`config.mk`:
```
export PLATFORM = sky130hd
export DESIGN_NAME = top_level
export DESIGN_NICKNAME = d
export VERILOG_FILES = /design/src/rtl/decrypt_pkg.sv /design/src/rtl/data_mem.sv /design/src/rtl/top_level.sv
export SDC_FILE = /design/constraint.sdc
export NUM_CORES = 1
export LEC_CHECK = 0
export ABC_AREA = 1
export CORE_AREA = 2 2 39 41
export DETAILED_ROUTE_END_ITERATION = 12
export DIE_AREA = 0 0 41 43
export GPL_TIMING_DRIVEN = 0
export PLACE_DENSITY = 0.72
export SLEW_MARGIN = 30
export SYNTH_ARGS = -nofsm -noshare
export SYNTH_HDL_FRONTEND = slang
export SYNTH_SLANG_ARGS = --single-unit
```
`constraint.sdc`:
```
create_clock -name clk -period 1.8 [get_ports clk]
set_input_delay 0.36 -clock clk [delete_from_list [all_inputs] [get_ports clk]]
set_output_delay 0.36 -clock clk [all_outputs]
set_load 0.02 [all_outputs]
```
`src/rtl/decrypt_pkg.sv`:
```
// Shared definitions for the Program 2 LFSR decryptor.
// Holds the memory geometry, the fixed tap table, the FSM state type and the
// LFSR step function used by top_level.
package decrypt_pkg;

  localparam int unsigned MEM_DEPTH = 128;
  localparam int unsigned CT_BASE   = 64;
  localparam int unsigned BLK_LEN   = 64;
  localparam int unsigned PRE_CHECK = 9;
  localparam int unsigned NUM_TAPS  = 9;
  localparam logic [6:0]  SPACE     = 7'h20;

  typedef enum logic [2:0] {
    StIdle,
    StSeed,
    StSrch,
    StDecr,
    StDone
  } state_e;

  // Candidate feedback patterns, tried in index order during the search.
  function automatic logic [6:0] tap_lut(input logic [3:0] idx);
    logic [6:0] tap;
    unique case (idx)
      4'd0:    tap = 7'h60;
      4'd1:    tap = 7'h48;
      4'd2:    tap = 7'h78;
      4'd3:    tap = 7'h72;
      4'd4:    tap = 7'h6A;
      4'd5:    tap = 7'h69;
      4'd6:    tap = 7'h5C;
      4'd7:    tap = 7'h7E;
      4'd8:    tap = 7'h7B;
      default: tap = 7'h60;
    endcase
    return tap;
  endfunction

  function automatic logic [6:0] lfsr_step(input logic [6:0] s, input logic [6:0] tap);
    return {s[5:0], ^(s & tap)};
  endfunction

endpackage

```
`src/rtl/data_mem.sv`:
```
// Byte-wide data memory: lower half holds plaintext, upper half ciphertext.
// Ports:
//   clk    in   clock for the synchronous write
//   raddr  in   read address (combinational read)
//   rdata  out  read data
//   we     in   write enable
//   waddr  in   write address
//   wdata  in   write data
module data_mem
  import decrypt_pkg::*;
(
  input  logic       clk,
  input  logic [6:0] raddr,
  output logic [7:0] rdata,
  input  logic       we,
  input  logic [6:0] waddr,
  input  logic [7:0] wdata
);

  // Not reset: contents are preloaded externally before a run.
  logic [7:0] core [0:MEM_DEPTH-1];

  assign rdata = core[raddr];

  always_ff @(posedge clk) begin
    if (we) begin
      core[waddr] <= wdata;
    end
  end

endmodule

```
`src/rtl/top_level.sv`:
```
// Hardwired LFSR stream-cipher decryptor.
// Recovers the seed from ciphertext byte 0 (plaintext known to be a space),
// searches the tap table against the space preamble, then decrypts 64 bytes
// from DM.core[64..127] into DM.core[0..63] and raises ack.
// Ports:
//   clk   in   clock
//   init  in   synchronous active-low reset
//   req   in   high holds the engine idle, low lets it start
//   ack   out  registered completion flag, held until reset
module top_level
  import decrypt_pkg::*;
(
  input  logic clk,
  input  logic init,
  input  logic req,
  output logic ack
);

  state_e     state_q, state_d;
  logic [6:0] seed_q, seed_d;
  logic [6:0] lfsr_q, lfsr_d;
  logic [6:0] tap_q, tap_d;
  logic [3:0] p_q, p_d;
  // Byte index: preamble position during search, output index during decrypt.
  logic [5:0] k_q, k_d;
  logic       ack_q, ack_d;

  logic [6:0] raddr, waddr;
  logic [7:0] rdata, wdata;
  logic       we;
  logic [6:0] ct7, dec7;
  logic       unused_parity;

  data_mem DM (
    .clk   (clk),
    .raddr (raddr),
    .rdata (rdata),
    .we    (we),
    .waddr (waddr),
    .wdata (wdata)
  );

  assign raddr         = 7'(CT_BASE) + {1'b0, k_q};
  assign ct7           = rdata[6:0];
  assign unused_parity = rdata[7];
  assign dec7          = ct7 ^ lfsr_q;
  assign waddr         = {1'b0, k_q};
  assign wdata         = {1'b0, dec7};
  assign ack           = ack_q;

  always_comb begin
    state_d = state_q;
    seed_d  = seed_q;
    lfsr_d  = lfsr_q;
    tap_d   = tap_q;
    p_d     = p_q;
    k_d     = k_q;
    we      = 1'b0;

    unique case (state_q)
      StIdle: begin
        if (!req) begin
          state_d = StSeed;
          k_d     = '0;
        end
      end
      StSeed: begin
        seed_d  = ct7 ^ SPACE;
        p_d     = '0;
        k_d     = 6'd1;
        lfsr_d  = lfsr_step(ct7 ^ SPACE, tap_lut(4'd0));
        state_d = StSrch;
      end
      StSrch: begin
        if (dec7 == SPACE) begin
          if (k_q == 6'(PRE_CHECK)) begin
            tap_d   = tap_lut(p_q);
            k_d     = '0;
            lfsr_d  = seed_q;
            state_d = StDecr;
          end else begin
            k_d    = k_q + 6'd1;
            lfsr_d = lfsr_step(lfsr_q, tap_lut(p_q));
          end
        end else if (p_q == 4'(NUM_TAPS - 1)) begin
          // No candidate fits the preamble: decrypt with the first tap anyway.
          tap_d   = tap_lut(4'd0);
          k_d     = '0;
          lfsr_d  = seed_q;
          state_d = StDecr;
        end else begin
          p_d    = p_q + 4'd1;
          k_d    = 6'd1;
          lfsr_d = lfsr_step(seed_q, tap_lut(p_q + 4'd1));
        end
      end
      StDecr: begin
        we     = 1'b1;
        lfsr_d = lfsr_step(lfsr_q, tap_q);
        if (k_q == 6'(BLK_LEN - 1)) begin
          k_d     = '0;
          state_d = StDone;
        end else begin
          k_d = k_q + 6'd1;
        end
      end
      StDone: begin
        state_d = StDone;
      end
      default: begin
        state_d = StIdle;
      end
    endcase

    ack_d = (state_d == StDone);
  end

  always_ff @(posedge clk) begin
    if (!init) begin
      state_q <= StIdle;
      seed_q  <= '0;
      lfsr_q  <= '0;
      tap_q   <= '0;
      p_q     <= '0;
      k_q     <= '0;
      ack_q   <= 1'b0;
    end else begin
      state_q <= state_d;
      seed_q  <= seed_d;
      lfsr_q  <= lfsr_d;
      tap_q   <= tap_d;
      p_q     <= p_d;
      k_q     <= k_d;
      ack_q   <= ack_d;
    end
  end

endmodule

```
Yosys cells after proc, flatten, opt, wreduce, memory -nomap -nowiden --
Memories as Yosys holds them, arrays and structs flattened. A register that Yosys moved wholly into a read port is not among the register bits. Index checks and enable logic that the tools add are counted.
Cells by class: reductions and logical operators 12, muxes and demuxes 35, equal/unequal tests 13, add/subtract/negate cells 3, bitwise gates (word level) 5
Operators with widths (count):
- $mux W7 | 12
- $reduce_xor A7 Y1 | 4
- $mux W4 | 6
- $mux W6 | 4
- $pmux W6 S4 | 1
- $and A7 B7 Y7 | 3
- $pmux W7 S3 | 1
- $mux W3 | 5
- $pmux W3 S5 | 1
- $pmux W4 S2 | 1
- $add A7 B6 Y7 const A | 1
- $eq A7 B6 Y1 const B | 1
- $xor A7 B7 Y7 | 1
- $add A6 B1 Y6 const B | 1
- $eq A3 B2 Y1 const B | 2
- $eq A3 B3 Y1 const B | 2
- $eq A6 B4 Y1 const B | 1
- $eq A6 B6 Y1 const B | 1
- $ne A2 B2 Y1 const B | 3
- $reduce_and A3 Y1 | 2
- $add A4 B1 Y4 const B | 1
- $eq A4 B4 Y1 const B | 1
- $mux W1 | 4
- $reduce_bool A2 Y1 | 2
- 7 further kinds | 7
Storage, ports and cells: bits in read-only memories 288, register bits after elaboration 35, memories kept 4, RAM bits 896
Memory list:
- DM.core | words 128, width 7, read ports 1, clocked after memory_dff 0, write ports 1, RTL line data_mem.sv:21 | logic [7:0] core [0:MEM_DEPTH-1];
- (no name shown) | words 16, width 6, read ports 1, clocked after memory_dff 1, write ports 0, RTL line decrypt_pkg.sv:24 | unique case (idx)
- (no name shown) | words 16, width 6, read ports 1, clocked after memory_dff 1, write ports 0, RTL line decrypt_pkg.sv:24
- (no name shown) | words 16, width 6, read ports 1, clocked after memory_dff 0, write ports 0, RTL line decrypt_pkg.sv:24

Logic depth before layout (Yosys ltp) --
An unclocked memory read counts as a cell.
depth after elaboration 11, depth in mapped cells 9

Modules after synthesis --
Synthesis repeated with hierarchy kept, for this count alone.
Second synthesis, totals: cells, all modules 3949, area, all modules 44605.3 µm²
Modules (own cells, without submodules):
- data_mem | seq. area each 30749.5 µm², cells an instance 3567, instances 1, area each 41944.0 µm²
- top_level | seq. area each 820.8 µm², cells an instance 382, instances 1, area each 2661.3 µm²

Worst setup path after synthesis --
OpenSTA, ideal clock, no wires.
kind flip-flop to flip-flop, start point register k_q[0], end point register state_q[1], path slack 0.675 ns, clock period less this slack 1.125 ns, library setup time 0.111 ns, data required time 1.689 ns, cell stages (with the launch flop) 7, data arrival time 1.014 ns, cell sequence dfxtp_1 > ha_1 > nand3_1 > nor2_2 > nand3_1 > nand4_1 > inv_1
Between the ends: longest elaborated chain between the ends 6, elaborated cells between the ends (all ways) 10, classes of those cells add/sub: 1; eq/ne: 3; mux: 4; bitwise: 1; memory: 1
RTL lines:
- from (decl) | RTL line top_level.sv:25 | logic [5:0] k_q, k_d;
- from (signal assigned) | RTL line top_level.sv:133 | k_q <= k_d;
- $add A7 B6 Y7 | RTL line top_level.sv:43 | assign raddr = 7'(CT_BASE) + {1'b0, k_q};
- $mem_v2 Z128 W7
- $xor A7 B7 Y7 | RTL line top_level.sv:46 | assign dec7 = ct7 ^ lfsr_q;
- $eq A7 B6 Y1 | RTL line top_level.sv:75 | if (dec7 == SPACE) begin
- $mux W3 | RTL line top_level.sv:75
- $pmux W3 S5 * | RTL line top_level.sv:60 | unique case (state_q)
- to (signal assigned) | RTL line top_level.sv:120 | state_q <= StIdle;
- to (signal assigned) | RTL line top_level.sv:128 | state_q <= state_d;
- to (decl) | RTL line top_level.sv:19 | state_e state_q, state_d;
Every way passes the cells marked *; elsewhere a longest branch is shown, timed or not. A chain may end at the register's enable or synchronous reset.

Final worst setup path --
start point register ack_q (netlist: ack), end point output port ack
RTL lines:
- from (decl) | RTL line top_level.sv:26 | logic ack_q, ack_d;
- from (signal assigned) | RTL line top_level.sv:134 | ack_q <= ack_d;
- to (decl) | RTL line top_level.sv:16 | output logic ack
No word-level cell between the ends.

==> metrics.txt <==
DRC 0; Die ar. 1763 sq um; Hold Path Sink p_q[0]; period utilization 86.23%; library cells used by synthesis 20; final setup fails 0; Synth area leaders dfxtp_1 (41%), nand2_1 (11%), inv_1 (11%); largest net degree at the start of global routing 11; Clock Path Buffers 2; status finished clean; Rows 14; pwr/cell area 732.3 nW/um^2; max-slew violation count 0; CORE AREA 1384 sq um; Critical Path RT 1440 ps; final net count 113; wire per inst 9.648 um; CP bufs+invs 1; hold depth 2; FF-to-FF End state_q[1]; Syn Nets 106; IO Port Bufs 2; initial core utilization 49.55%; Num CTS Buffers 3; Least-Margin Pin Slew 413.6 ps; Post-Route WL 1177 um; dpl ws 318.9 ps; crit-path max cell delay 600 ps; # H-tree levels 1; critical path class register to output pin; Post-DP Area 725.7 sq um; Final Hold Fails 0; Crit Path Max Fanout 1; Root Buffer clkbuf_4; initial antenna violation count 0; Yosys Warn Count 0; Synth Area per Inst 6.789 sq um; Worst EP arrival 1190 ps; Ports 4; die width 41 um; switching share of power 25.06%; Clock power frac 32.3%; Int Power 0.4106 mW; vias in the first global route 497; area share of the largest cell type after synthesis 40.88%; router iterations before antenna repair 4; final worst path period need 1552 ps; gpl congestion 0.7190; Post CTS Setup Buffer Count 0; Final ANT Viol Nets 0; max_cap viols 0; Worst IR Drop VDD 0.4037 mV; Net Switching 0.1373 mW; share of layout cells above drive strength 1 10.38%; Yosys top cell by area dfxtp_1; DP HPWL 864.2 um; Worst R2R Setup Slack 490 ps; Finished Cell Area 748.2 sq um; wire length of the first global-routing pass 2076 um; reg2reg path depth 6; worst reg2reg startpoint k_q[0]; leak pwr 0.3466 nW; register share of total power 58.8%; RSZ-0062 raised after global routing no; post-cts resize count 0; Yosys reg bits 14; commonest non-fill, non-tap cell in the layout nand2_1; fmax 644.3 MHz; area delta synth->final 9.124%; type of origin of the critical path register; CP endpoint kind output pin; Post-Syn Area 685.7 sq um; Gate power share 8.9%; final worst slack 247.9 ps; Slew Limit Headroom 72.42%; Clock transition at path regs 80 ps; Ant. Diodes 0; worst hold start p_q[0]; grt ovf 0; global-route usage over all layers 17.51%; Starting DRT DRC Count 17; Clock Skews 3.735 ps; die span in y 43 um; worst-skew pair later-pin latency 280 ps; Gate Count Post-Synth 101; most frequent cells in the layout nand2_1 (21), inv_1 (20), dfxtp_1 (14); via count 587; CP max-delay cell clkdlybuf4s50_1; sequential fraction of the synthesis area 40.88%; clk sinks 14; TritonCTS clock tree built; CP top delay family buffers and inverters; hold buffers post-CTS 0; Vias/cell 4.811; Min-Delay Path Class register to register; critical-path cell list clkdlybuf4s50_1; setup TNS 0 ps
[cell type report]
type                    count  area [sq um]
fillers                   132         635.6
multi-input cells          64         319.1
flip-flops and latches     14         280.3
inverters                  22         82.58
clock buffers               3         22.52
repair buffers              2         20.02
well taps                  16         20.02
plain buffers               1         3.754
[sequential cells by signal, summed over array words and instances, names as in the netlist]
name / flops
k_q: 6
p_q: 4
ack: 1
state_q: 3
[Yosys cell counts]
cell     instances
o21ai_0          2
inv_1           20
or2_2            1
nor2_2           2
o22ai_1          1
nor2_1           9
o21ai_1          2
inv_2            2
nand2_1         21
nand3_1         13
nor3_1           1
nor2_4           1
dfxtp_1         14
a21oi_1          4
ha_1             2
a22oi_1          1
buf_1            1
a21oi_2          1
nand2_2          1
nand4_1          2
[power groups by stage]
| stage | sequential [mW] | clock [mW] | combinational [mW] |
|---|---|---|---|
| 2_1_floorplan | 0.328 | 0 | 0.0385 |
| 3_3_place_gp | 0.329 | 0 | 0.0485 |
| 3_5_place_dp | 0.329 | 0 | 0.0491 |
| 4_1_cts | 0.322 | 0.183 | 0.0493 |
| 5_1_grt | 0.323 | 0.195 | 0.0581 |
| 6_report | 0.322 | 0.177 | 0.0489 |
[worst min-delay path, cell delays in order (launching register included)]
cell	delay, ps
dfxtp_1	320
nand3_1	70
inv_1	30
[kinds of logic (layout without fill, tap and decap cells)]
kind of cell               Yosys count  in the layout  share of synthesized area, %
AOI/OAI and AO/OA                   11             11                         9.126
adders and majority gates            2              2                         3.649
buffers and inverters               23             28                         12.59
DFF                                 14             14                         40.88
and+or+nand+nor                     51             51                         33.76
[layer usage]
| metal | part of all wire, % | wire length [um] | GRT usage, % |
|---|---|---|---|
| met2 | 43 | 511 | 23.44 |
| met1 | 50 | 590 | 25.08 |
| met3 | 3.6 | 42 | 3.665 |
| met5 | 0 | 0 | 0 |
| met4 | 2.8 | 33 | 10.00 |
[worst max path at each step]
stage	start	endpoint	slack, ps	cells past startpoint
final	ack	ack	250	1
after detailed placement	req	k_q[5]	320	5
after global routing	ack	ack	220	1
after global placement	req	k_q[5]	320	5
after floorplan	k_q[0]	state_q[1]	680	6
after CTS	ack	ack	230	1
[per-stage QoR]
step           power (mW)  instances  hold slack [ps]  utilization, %
3_3_place_gp       0.3776        119            442.8           52.44
2_1_floorplan      0.3662        101            433.9               -
6_report           0.5480        122            455.7           54.07
5_1_grt            0.5766        122            486.1           54.07
3_5_place_dp       0.3786        119            446.8           52.44
4_1_cts            0.5541        122            460.0           54.07
(Power assumes the default switching activity.)
